<file path="src/rtl/newton_pkg.sv">
// Shared constants, exponent helper and FSM state type for the Newton/Broyden iteration sequencer.
// Latency: none (definitions only); backpressure: not applicable.
package newton_pkg;

    localparam int W_DEF   = 32;
    localparam int N_DEF   = 3;
    localparam int M_DEF   = 4;

    localparam int         EXP_MSB = 30;
    localparam int         EXP_LSB = 23;
    localparam logic [7:0] EXP_INF = 8'hFF;

    typedef enum logic [2:0] {
        ST_IDLE,
        ST_GO,
        ST_WAIT,
        ST_CHECK,
        ST_DONE
    } seq_state_e;

    // Biased exponent of an IEEE-754 single, treated purely as an integer.
    function automatic logic [EXP_MSB-EXP_LSB:0] exp_field(input logic [31:0] word);
        return word[EXP_MSB:EXP_LSB];
    endfunction

endpackage

</file>
<file path="src/rtl/newton_iter_seq_if.sv">
// Start/result handshake and step-datapath bus of the iteration sequencer.
// Latency: wires only; backpressure: start_ready and result_ready carry it.
interface newton_iter_seq_if
    import newton_pkg::*;
#(
    parameter int N        = N_DEF,
    parameter int M        = M_DEF,
    parameter int W        = W_DEF,
    parameter int MAX_ITER = 16
) ();

    localparam int IW = $clog2(MAX_ITER + 1);

    logic               start_valid;
    logic               start_ready;
    logic [N*W-1:0]     x_init;
    logic               busy;

    logic               dp_go;
    logic               dp_first;
    logic [N*W-1:0]     dp_x;
    logic [N*M*W-1:0]   dp_invJ;
    logic [N*W-1:0]     dp_x_next;
    logic [N*M*W-1:0]   dp_invJ_next;
    logic [N*W-1:0]     dp_dx;

    logic               result_valid;
    logic               result_ready;
    logic [N*W-1:0]     result_x;
    logic [IW-1:0]      result_iters;
    logic               result_converged;
    logic               result_diverged;

    modport master (
        input  start_valid, x_init, dp_x_next, dp_invJ_next, dp_dx, result_ready,
        output start_ready, busy, dp_go, dp_first, dp_x, dp_invJ,
               result_valid, result_x, result_iters, result_converged, result_diverged
    );

    modport slave (
        output start_valid, x_init, dp_x_next, dp_invJ_next, dp_dx, result_ready,
        input  start_ready, busy, dp_go, dp_first, dp_x, dp_invJ,
               result_valid, result_x, result_iters, result_converged, result_diverged
    );

endinterface

</file>
<file path="src/rtl/newton_iter_seq_step_timer.sv">
// Step timer: last_o is high in the STEP_LATENCY-th cycle after the load_i cycle.
// Latency: STEP_LATENCY cycles from load; backpressure: none, a new load restarts the count.
module step_timer #(
    parameter int STEP_LATENCY = 1456
) (
    input  logic clk,
    input  logic rst,
    input  logic load_i,
    output logic last_o
);

    localparam int CW = $clog2(STEP_LATENCY);

    logic [CW-1:0] cnt_q, cnt_d;
    logic          active_q, active_d;

    always_comb begin
        cnt_d    = cnt_q;
        active_d = active_q;
        if (load_i) begin
            cnt_d    = CW'(STEP_LATENCY - 1);
            active_d = 1'b1;
        end else if (active_q) begin
            if (cnt_q == '0) begin
                active_d = 1'b0;
            end else begin
                cnt_d = cnt_q - CW'(1);
            end
        end
    end

    always_ff @(posedge clk) begin
        if (rst) begin
            cnt_q    <= '0;
            active_q <= 1'b0;
        end else begin
            cnt_q    <= cnt_d;
            active_q <= active_d;
        end
    end

    assign last_o = active_q && (cnt_q == '0);

endmodule

</file>
<file path="src/rtl/newton_iter_seq.sv">
// Newton/Broyden iteration sequencer: launches fixed-latency steps, holds x/invJ, stops on converge/diverge/limit.
// Latency: STEP_LATENCY+2 cycles per step; backpressure: result held until result_ready, starts refused while busy.
module newton_iter_seq
    import newton_pkg::*;
#(
    parameter int N            = N_DEF,
    parameter int M            = M_DEF,
    parameter int W            = W_DEF,
    parameter int STEP_LATENCY = 1456,
    parameter int MAX_ITER     = 16,
    parameter int TOL_EXP      = 100
) (
    input  logic                   clk,
    input  logic                   rst,
    newton_iter_seq_if.master      bus
);

    localparam int         IW    = $clog2(MAX_ITER + 1);
    localparam logic [7:0] TOL_E = 8'(TOL_EXP);

    seq_state_e         state_q, state_d;
    logic [N*W-1:0]     x_q, x_d;
    logic [N*M*W-1:0]   invj_q, invj_d;
    logic [N*W-1:0]     dx_q, dx_d;
    logic [IW-1:0]      iters_q, iters_d;
    logic               first_q, first_d;
    logic               conv_q, conv_d;
    logic               div_q, div_d;

    logic               timer_load;
    logic               timer_last;
    logic [N-1:0]       inf_vec;
    logic [N-1:0]       tol_vec;
    logic               any_inf;
    logic               all_tol;

    step_timer #(
        .STEP_LATENCY (STEP_LATENCY)
    ) u_step_timer (
        .clk    (clk),
        .rst    (rst),
        .load_i (timer_load),
        .last_o (timer_last)
    );

    // Zero and denormal components have exponent 0 and therefore pass the tolerance test.
    for (genvar i = 0; i < N; i++) begin : g_exp_chk
        logic [7:0] exp_w;
        assign exp_w      = exp_field(dx_q[i*W +: 32]);
        assign inf_vec[i] = (exp_w == EXP_INF);
        assign tol_vec[i] = (exp_w < TOL_E);
    end

    assign any_inf = |inf_vec;
    assign all_tol = &tol_vec;

    always_comb begin
        state_d    = state_q;
        x_d        = x_q;
        invj_d     = invj_q;
        dx_d       = dx_q;
        iters_d    = iters_q;
        first_d    = first_q;
        conv_d     = conv_q;
        div_d      = div_q;
        timer_load = 1'b0;

        case (state_q)
            ST_IDLE: begin
                if (bus.start_valid) begin
                    x_d     = bus.x_init;
                    invj_d  = '0;
                    dx_d    = '0;
                    iters_d = '0;
                    first_d = 1'b1;
                    conv_d  = 1'b0;
                    div_d   = 1'b0;
                    state_d = ST_GO;
                end
            end
            ST_GO: begin
                timer_load = 1'b1;
                state_d    = ST_WAIT;
            end
            ST_WAIT: begin
                if (timer_last) begin
                    x_d     = bus.dp_x_next;
                    invj_d  = bus.dp_invJ_next;
                    dx_d    = bus.dp_dx;
                    iters_d = iters_q + IW'(1);
                    state_d = ST_CHECK;
                end
            end
            ST_CHECK: begin
                first_d = 1'b0;
                if (any_inf) begin
                    div_d   = 1'b1;
                    conv_d  = 1'b0;
                    state_d = ST_DONE;
                end else if (all_tol) begin
                    conv_d  = 1'b1;
                    state_d = ST_DONE;
                end else if (iters_q == IW'(MAX_ITER)) begin
                    conv_d  = 1'b0;
                    state_d = ST_DONE;
                end else begin
                    state_d = ST_GO;
                end
            end
            ST_DONE: begin
                if (bus.result_ready) begin
                    state_d = ST_IDLE;
                end
            end
            default: begin
                state_d = ST_IDLE;
            end
        endcase
    end

    always_ff @(posedge clk) begin
        if (rst) begin
            state_q <= ST_IDLE;
            x_q     <= '0;
            invj_q  <= '0;
            dx_q    <= '0;
            iters_q <= '0;
            first_q <= 1'b0;
            conv_q  <= 1'b0;
            div_q   <= 1'b0;
        end else begin
            state_q <= state_d;
            x_q     <= x_d;
            invj_q  <= invj_d;
            dx_q    <= dx_d;
            iters_q <= iters_d;
            first_q <= first_d;
            conv_q  <= conv_d;
            div_q   <= div_d;
        end
    end

    assign bus.start_ready      = (state_q == ST_IDLE);
    assign bus.busy             = (state_q == ST_GO) || (state_q == ST_WAIT) || (state_q == ST_CHECK);
    assign bus.dp_go            = (state_q == ST_GO);
    assign bus.dp_first         = first_q;
    assign bus.dp_x             = x_q;
    assign bus.dp_invJ          = invj_q;
    assign bus.result_valid     = (state_q == ST_DONE);
    assign bus.result_x         = x_q;
    assign bus.result_iters     = iters_q;
    assign bus.result_converged = conv_q;
    assign bus.result_diverged  = div_q;

endmodule

</file>
<file path="src/flat_wrapper.sv">
// flat-port wrapper written by rule: the top's interface ports become plain ports
module newton_iter_seq_flat import newton_pkg::*;
#(
    parameter int N            = N_DEF,
    parameter int M            = M_DEF,
    parameter int W            = W_DEF,
    parameter int STEP_LATENCY = 1456,
    parameter int MAX_ITER     = 16,
    parameter int TOL_EXP      = 100
)
  (clk, rst, bus_start_valid, bus_x_init, bus_dp_x_next, bus_dp_invJ_next, bus_dp_dx, bus_result_ready, bus_start_ready, bus_busy, bus_dp_go, bus_dp_first, bus_dp_x, bus_dp_invJ, bus_result_valid, bus_result_x, bus_result_iters, bus_result_converged, bus_result_diverged);
  newton_iter_seq_if #(.N(N), .M(M), .W(W), .MAX_ITER(MAX_ITER)) bus_i ();
  input  logic clk;
  input  logic rst;
  input wire logic [$bits(bus_i.start_valid)-1:0] bus_start_valid;
  input wire logic [$bits(bus_i.x_init)-1:0] bus_x_init;
  input wire logic [$bits(bus_i.dp_x_next)-1:0] bus_dp_x_next;
  input wire logic [$bits(bus_i.dp_invJ_next)-1:0] bus_dp_invJ_next;
  input wire logic [$bits(bus_i.dp_dx)-1:0] bus_dp_dx;
  input wire logic [$bits(bus_i.result_ready)-1:0] bus_result_ready;
  output wire logic [$bits(bus_i.start_ready)-1:0] bus_start_ready;
  output wire logic [$bits(bus_i.busy)-1:0] bus_busy;
  output wire logic [$bits(bus_i.dp_go)-1:0] bus_dp_go;
  output wire logic [$bits(bus_i.dp_first)-1:0] bus_dp_first;
  output wire logic [$bits(bus_i.dp_x)-1:0] bus_dp_x;
  output wire logic [$bits(bus_i.dp_invJ)-1:0] bus_dp_invJ;
  output wire logic [$bits(bus_i.result_valid)-1:0] bus_result_valid;
  output wire logic [$bits(bus_i.result_x)-1:0] bus_result_x;
  output wire logic [$bits(bus_i.result_iters)-1:0] bus_result_iters;
  output wire logic [$bits(bus_i.result_converged)-1:0] bus_result_converged;
  output wire logic [$bits(bus_i.result_diverged)-1:0] bus_result_diverged;
  assign bus_i.start_valid = bus_start_valid;
  assign bus_i.x_init = bus_x_init;
  assign bus_i.dp_x_next = bus_dp_x_next;
  assign bus_i.dp_invJ_next = bus_dp_invJ_next;
  assign bus_i.dp_dx = bus_dp_dx;
  assign bus_i.result_ready = bus_result_ready;
  assign bus_start_ready = bus_i.start_ready;
  assign bus_busy = bus_i.busy;
  assign bus_dp_go = bus_i.dp_go;
  assign bus_dp_first = bus_i.dp_first;
  assign bus_dp_x = bus_i.dp_x;
  assign bus_dp_invJ = bus_i.dp_invJ;
  assign bus_result_valid = bus_i.result_valid;
  assign bus_result_x = bus_i.result_x;
  assign bus_result_iters = bus_i.result_iters;
  assign bus_result_converged = bus_i.result_converged;
  assign bus_result_diverged = bus_i.result_diverged;
  newton_iter_seq #(.N(N), .M(M), .W(W), .STEP_LATENCY(STEP_LATENCY), .MAX_ITER(MAX_ITER), .TOL_EXP(TOL_EXP)) u_core (.clk(clk), .rst(rst), .bus(bus_i));
endmodule
</file>
<file path="config.mk">
export PLATFORM = sky130hd
export DESIGN_NAME = newton_iter_seq_flat
export DESIGN_NICKNAME = d
export VERILOG_FILES = /design/src/rtl/newton_pkg.sv /design/src/rtl/newton_iter_seq_if.sv /design/src/rtl/newton_iter_seq_step_timer.sv /design/src/rtl/newton_iter_seq.sv /design/src/flat_wrapper.sv
export SDC_FILE = /design/constraint.sdc
export NUM_CORES = 1
export LEC_CHECK = 0
export ABC_AREA = 1
export BUFFER_PORTS_ARGS = -buffer_cell sky130_fd_sc_hd__clkbuf_2
export CAP_MARGIN = 20
export CELL_PAD_IN_SITES_DETAIL_PLACEMENT = 1
export CELL_PAD_IN_SITES_GLOBAL_PLACEMENT = 1
export CORE_AREA = 2 2 496 498
export DETAILED_ROUTE_END_ITERATION = 8
export DIE_AREA = 0 0 498 500
export GPL_ROUTABILITY_DRIVEN = 1
export GPL_TIMING_DRIVEN = 0
export PLACE_DENSITY = 0.32
export SETUP_SLACK_MARGIN = 0.05
export SKIP_CTS_REPAIR_TIMING = 1
export SLEW_MARGIN = 20
export SYNTH_ARGS = -nofsm -noshare
export SYNTH_HDL_FRONTEND = slang
export SYNTH_SLANG_ARGS = --single-unit
</file>
<file path="constraint.sdc">
create_clock -name clk -period 4.27 [get_ports clk]
set_input_delay 0.2135 -clock clk [delete_from_list [all_inputs] [get_ports clk]]
set_output_delay 0.2135 -clock clk [all_outputs]
set_load 0.05 [all_outputs]
</file>
==> out/summary.txt, run 1 <==
Largest fanout on the critical path: 10
Die Wd: 498 um
Synth top cells by count: nor2_1, dfxtp_1, o21ai_0, a21oi_1, nand2_1
Post-synth ARST share: 0
Multi-input logic area: 8680 sq um
Max_slew headroom: 0.320
Worst Setup EP: u_core.bus.dp_invJ[67]
Final Hold Viols: 1
DIE AREA: 249,000 sq um
P_leak: 18.1 nW
Largest net degree at the start of global routing: 11
Synth Warn #: 0
Post-Layout Cell Count: 8,023
Kind of critical path: flop to flop
I/O Buffers: 1,191
FF+latch count, synth: 527
Cells after Synth: 2,867
Tot GR Track Use: 0.133
Top post-synthesis cells by area: dfxtp_1, o21ai_0, nor2_1
Overflow after GRT: 0
Total power: 0.0237 W
Yosys top cell by area: dfxtp_1
Layout cell share with drive strength beyond 1: 0.315
Final setup vio count: 0
Nets@finish: 5,399
R2r startpoint: u_core.state_q[2]
Starting density of the core: 0.0866
WL per Instance: 21.7 um
Die H: 500 um
Post-route setup TNS: 0 ns
Clk sinks: 527
Measured slew at the worst slew-check pin: 1.02 ns
Slew Limit Fails: 0
Clk_lat worst skew: 0.69 ns
Synthesized area: 21,200 sq um
Pwr Density: 596 nW/um^2
IO Count: 1,264
Vias in the first global route: 25,971
Status: finished with violations
Flop2flop setup slack: 0.82 ns
Root buf cell: clkbuf_16
Startpoint Class: flop
ANT nets after route: 0
DRT Pass-1 Iters: 5
Routability cong.: 0.814
Yosys cell types: 22
R2R depth: 8
Most common flop cell mapped by yosys: dfxtp_1
Total nets after synthesis: 3,546
Area delta synth->final: 87.7%
Count leader, synth: nor2_1
Site row count: 182
Post-synth top area share: 0.499
Initial drt markers: 1,170
First-pass GRT wire length: 230,000 um
H-tree levels: 3
Initial antenna violation count: 76
Clock Pin Slew Worst Setup and Hold Paths: 0.06 ns
Failing checks: hold timing
Critical R2R Capture: u_core.bus.dp_invJ[67]
Vias after detailed routing: 27,164
Design Area, Final: 39,700 sq um
Filler instances: 29,570
Syn_area_per_cell: 7.38 sq um
Maximum clock path buffer count: 3
Max Cap Viol: 0
Register area share after synthesis: 0.499
HP Class: input pin to flop
CP required: 4.88 ns
CP arrival: 4.07 ns
RSZ-0062 raised after global routing: no
Crit share post-route: 0.809
FF+latch area: 10,600 sq um
CP startpoint: u_core.state_q[2]
DRC violations left: 0
Hold Slack: -0.00328 ns
Fmax: 290 MHz
Core area: 244,000 sq um
CTS tree: yes
Final Skew: 0.0238 ns
Post-synth EDFFs: 0
Post-Route Utilization: 0.162
Avg Vias per Cell: 3.39
Dpl hpwl: 143,000 um
Dpl cell area: 31,100 sq um
Post-Route WL: 174,000 um
Total CTS buffers: 78
Max IR drop VDD: 256 uV
Inst Count DP: 7,278
Fin crit period: 3.45 ns
Critical path capture point type: flop
[logic make-up (layout without fill, tap and decap cells)]
family,after synthesis,after routing,synth area share
buffers and inverters,366,2278,0.0912
DFF,527,527,0.499
other,0,24,0
AOI/OAI and AO/OA,938,938,0.222
adders and majority gates,3,3,0.00177
and+or+nand+nor,1028,1028,0.184
xor gates and xnor gates,5,5,0.00207
[per-stage QoR]
stage	hold WS [ns]	worst slack, ns
floorplan	0.283	2.07
global placement	0.442	0.438
detailed placement	0.450	0.413
CTS	-0.358	0.444
global route	0.00720	0.504
finish	-0.00328	0.816
[layout by cell type, fill, tap and decap left out, drive strengths merged]
| master | instances |
|---|---|
| xnor2 | 1 |
| clkbuf | 1441 |
| nand3b | 2 |
| o21ai | 512 |
| nor2 | 641 |
| inv | 36 |
| dlygate4sd3 | 582 |
| clkinvlp | 1 |
| bufinv | 5 |
| dfxtp | 527 |
| nand3 | 15 |
| xor2 | 4 |
| clkinv | 10 |
| ha | 3 |
| or2 | 1 |
| nand4 | 1 |
| nor3 | 5 |
| buf | 203 |
| nand2 | 363 |
| diode | 24 |
| a21oi | 426 |
[cell type report]
type,instances,share of cell area
antenna,24,0.00151
buffer,332,0.0454
clock buffer,121,0.0611
clock inverter,18,0.00615
inverter,34,0.00325
multi-input combinational,1974,0.219
sequential,527,0.266
tap,3220,0.101
timing repair buffer,1773,0.297
[state kept, by name, indices dropped and copies added (netlist names)]
name                          count
u_core.bus.dp_first               1
u_core.bus.dp_invJ              384
u_core.bus.dp_x                  96
u_core.dx_q                      24
u_core.bus.result_converged       1
u_core.u_step_timer.cnt_q        11
u_core.bus.result_diverged        1
u_core.bus.result_iters           5
u_core.u_step_timer.active_q      1
u_core.state_q                    3
[power by group]
group	internal [W]	total [W]	switching, W	leakage, nW
clock	0.00419	0.00693	0.00274	1.32
sequential	0.00586	0.00661	0.000742	4.35
combinational	0.00257	0.0101	0.00755	12.5
[critical path, stage by stage, from the launching register on]
cell	delay (ns)
dfxtp_1	0.35
nor2_1	0.19
nand2_2	0.32
inv_2	0.18
buf_2	0.55
buf_2	0.56
clkbuf_1	0.63
a21oi_1	0.42
nor2_1	0.16
[metal layers]
metal / track usage / wire [um] / up-vias
met1: 0.152 / 74000 / 12786
met3: 0.0604 / 13400 / 222
met2: 0.226 / 82600 / 987
met4: 0.0302 / 4050 / 58
met5: 0 / 397 / -
li1: - / - / 13111
[how the worst min path moves through the flow]
stage          depth (start not counted)                   from                      end  slack, ns
3_5_place_dp                           3  bus_dp_invJ_next[382]  u_core.bus.dp_invJ[382]       0.45
6_report                               5         bus_x_init[33]      u_core.bus.dp_x[33]     -0.003
5_1_grt                                5         bus_x_init[47]      u_core.bus.dp_x[47]      0.007
4_1_cts                                3  bus_dp_invJ_next[210]  u_core.bus.dp_invJ[210]      -0.36
2_1_floorplan                          1                    rst      u_core.bus.dp_first       0.28
3_3_place_gp                           3  bus_dp_invJ_next[166]  u_core.bus.dp_invJ[166]       0.44
No activity file was read; power rests on OpenSTA's default activity.
==> run 2, diff against run 1 <==
--- a/config.mk
+++ b/config.mk
@@ -5,17 +5,17 @@
 export SDC_FILE = /design/constraint.sdc
 export NUM_CORES = 1
 export LEC_CHECK = 0
-export ABC_AREA = 1
+export ABC_AREA = 0
 export BUFFER_PORTS_ARGS = -buffer_cell sky130_fd_sc_hd__clkbuf_2
 export CAP_MARGIN = 20
 export CELL_PAD_IN_SITES_DETAIL_PLACEMENT = 1
 export CELL_PAD_IN_SITES_GLOBAL_PLACEMENT = 1
-export CORE_AREA = 2 2 496 498
+export CORE_AREA = 2 2 487 489
 export DETAILED_ROUTE_END_ITERATION = 8
-export DIE_AREA = 0 0 498 500
+export DIE_AREA = 0 0 489 491
 export GPL_ROUTABILITY_DRIVEN = 1
 export GPL_TIMING_DRIVEN = 0
-export PLACE_DENSITY = 0.32
+export PLACE_DENSITY = 0.3
 export SETUP_SLACK_MARGIN = 0.05
 export SKIP_CTS_REPAIR_TIMING = 1
 export SLEW_MARGIN = 20
==> constraint.sdc (replaced) <==
create_clock -name clk -period 2.8 [get_ports clk]
set_input_delay 0.14 -clock clk [delete_from_list [all_inputs] [get_ports clk]]
set_output_delay 0.14 -clock clk [all_outputs]
set_load 0.05 [all_outputs]
==> out/summary.txt, run 2 <==
Status: complete, no violations
I/O Buffers: 1,190 (-0.084%)
Yosys top cell by area: dfxtp_1
Dpl cell area: 28,200 sq um (-9.6%)
Psw: 0.00749 W (-32%)
Max FFs per register: 384 (unchanged)
Final setup vio count: 0 (unchanged)
Clock power share: 0.445 (+0.152)
Syn_area_per_cell: 11.5 sq um (+56%)
Fmax: 387 MHz (+34%)
Most common flop cell mapped by yosys: dfxtp_1
Post-Layout Cell Count: 6,686 (-17%)
FF+latch count, synth: 527 (unchanged)
Placement Setup Slack: -1.09 ns (-1.50 ns)
CP arrival: 3.18 ns (-0.89 ns)
Final Hold Viols: 0 (-1)
Synth Warn #: 0 (unchanged)
Total CTS buffers: 78 (unchanged)
Vias after detailed routing: 20,778 (-24%)
Synth top cells by count: dfxtp_1, a22o_1, nor2_1, a211oi_1
ANT nets after route: 0 (unchanged)
Worst Slack Setup Final: 0.213 ns (-0.603 ns)
P_leak: 16.4 nW (-9.7%)
RSZ-0062 raised after global routing: yes
Count leader, synth: dfxtp_1
DRT Pass-1 Iters: 4 (-1)
Maximum clock path buffer count: 3 (unchanged)
Crit share post-route: 0.924 (+0.115)
Clock Pin Slew Worst Setup and Hold Paths: 0.06 ns (about the same)
Largest fanout on the critical path: 10 (unchanged)
Kind of critical path: flop to flop
Site row count: 178 (-2.2%)
Max_slew headroom: 0.294 (-0.0256)
Net Sw Frac: 0.330 (-0.137)
First-pass GRT wire length: 190,000 um (-18%)
CP required: 3.40 ns (-1.48 ns)
Flop pwr share: 0.353 (+0.074)
Cell family with most CP delay: buffers and inverters
R2r startpoint: u_core.state_q[1]
Crit path buf inv count: 3 (-1)
R2R depth: 5 (-3)
Initial drt markers: 735 (-37%)
Crit-path cells: clkbuf_4 > clkbuf_1 > mux2i_1 > dlygate4sd3_1 > a211oi_1
Most frequent cells in the layout: clkbuf_2, dlygate4sd3_1, dfxtp_1
Vias in the first global route: 19,469 (-25%)
Startpoint Class: flop
Area delta synth->final: 103%
Register area share after synthesis: 0.579 (+0.0799)
P_int: 0.0152 W (+21%)
IO Count: 1,264 (unchanged)
CP startpoint: u_core.state_q[1]
Layout cell share with drive strength beyond 1: 0.432 (+0.116)
Post-synth EDFFs: 0 (unchanged)
Critical path capture point type: flop
HP Class: input pin to flop
Avg Vias per Cell: 3.11 (-8.2%)
Comb power frac: 0.201 (-0.227)
Clk sinks: 527 (unchanged)
Starting density of the core: 0.0778 (-0.00884)
DIE AREA: 240,000 sq um (-3.6%)
Overflow after GRT: 0 (unchanged)
WL per Instance: 22.4 um (+2.9%)
CTS tree: yes
Max IR drop VDD: 414 uV (+62%)
Final Skew: 0.0601 ns (+0.0363 ns)
Pwr Density: 615 nW/um^2 (+3.3%)
Measured slew at the worst slew-check pin: 1.06 ns (+0.0384 ns)
Largest net degree at the start of global routing: 14 (+3)
Max Cap Viol: 0 (unchanged)
Cells after Synth: 1,582 (-45%)
Top post-synthesis cells by area: dfxtp_1, a22o_1, mux2i_1
Inst Count DP: 5,923 (-19%)
Die H: 491 um (-1.8%)
Design Area, Final: 36,900 sq um (-7.0%)
Nets@finish: 4,133 (-23%)
Tot GR Track Use: 0.118 (-0.0155)
Dpl hpwl: 125,000 um (-12%)
Post-synth top area share: 0.579 (+0.0799)
Slowest stage cell, crit path: clkbuf_1
Total nets after synthesis: 2,261 (-36%)
Yosys cell types: 40 (+82%)
Root buf cell: clkbuf_16
Total power: 0.0227 W (-3.9%)
Slew Limit Fails: 0 (unchanged)
Synthesized area: 18,200 sq um (-14%)
Die Wd: 489 um (-1.8%)
Routability cong.: 0.781 (-4.1%)
Critical Path Max Stage Delay: 0.66 ns (+0.03 ns)
DRC violations left: 0 (unchanged)
Clk_lat worst skew: 0.74 ns (+0.05 ns)
Hold path depth: 3 (-2)
Initial antenna violation count: 75 (-1.3%)
Core area: 235,000 sq um (-4.0%)
Post-synth ARST share: 0 (unchanged)
Worst hold start: bus_dp_x_next[8]
Cell count along the critical path: 5 (-3)
H-tree levels: 3 (unchanged)
Commonest non-fill, non-tap cell in the layout: clkbuf_2
Post-Route WL: 150,000 um (-14%)
Fin crit period: 2.59 ns (-0.867 ns)
run 2: cell families after synthesis:
kind of cell             count (synthesis)  synth area share
AO/OA/AOI/OAI                          535             0.246
AND/OR/NAND/NOR                        175            0.0434
XOR/XNOR                                 8           0.00384
adder cells (fa/ha/maj)                  3           0.00206
buffers and inverters                  238            0.0730
multiplexers                            96            0.0527
flip-flops                             527             0.579
run 2: worst paths after layout:
check,slack (ns),endpoint
setup / recovery,0.21,u_core.bus.dp_x[65]
hold / removal,0.0009,u_core.bus.dp_x[8]
setup reg to reg,0.21,u_core.bus.dp_x[65]
hold reg to reg,0.46,u_core.bus.dp_first
run 2: cell type report:
cell class                 instances  area [sq um]
fill                           27617        198000
timing repair buffer            1794         12000
sequential                       527         10600
multi-input combinational        817          6390
tap                             3150          3940
clock buffer                     117          2210
buffer                           231          1410
clock inverter                    22           333
antenna                           23          57.6
inverter                           5          18.8
run 2: worst min-delay path: stages:
cell and delay [ns]:
clkbuf_2 0.09, mux2i_2 0.13, a211oi_1 0.24
run 2: stage by stage:
stage	utilization	TNS (ns)	hold slack [ns]
detailed placement	0.120	-410.01	0.355
floorplan	-	0	0.266
global placement	0.120	-534.35	0.351
finish	0.157	0	0.000870
global route	0.157	0	0.0245
CTS	0.131	-420.43	-0.491
run 2: power groups by stage:
stage	clock (W)	combinational [W]	sequential (W)
5_1_grt	0.0109	0.00489	0.00805
3_5_place_dp	0	0.00380	0.00819
4_1_cts	0.0107	0.00381	0.00803
3_3_place_gp	0	0.00380	0.00819
6_report	0.0101	0.00458	0.00803
2_1_floorplan	0	0.00166	0.00870
run 2: routing by layer:
metal,up-vias,GRT usage,wire length (um)
met5,-,0,120
met4,18,0.0278,3790
met3,230,0.0511,13500
met2,1008,0.218,76900
met1,9881,0.120,55300
li1,9641,-,-
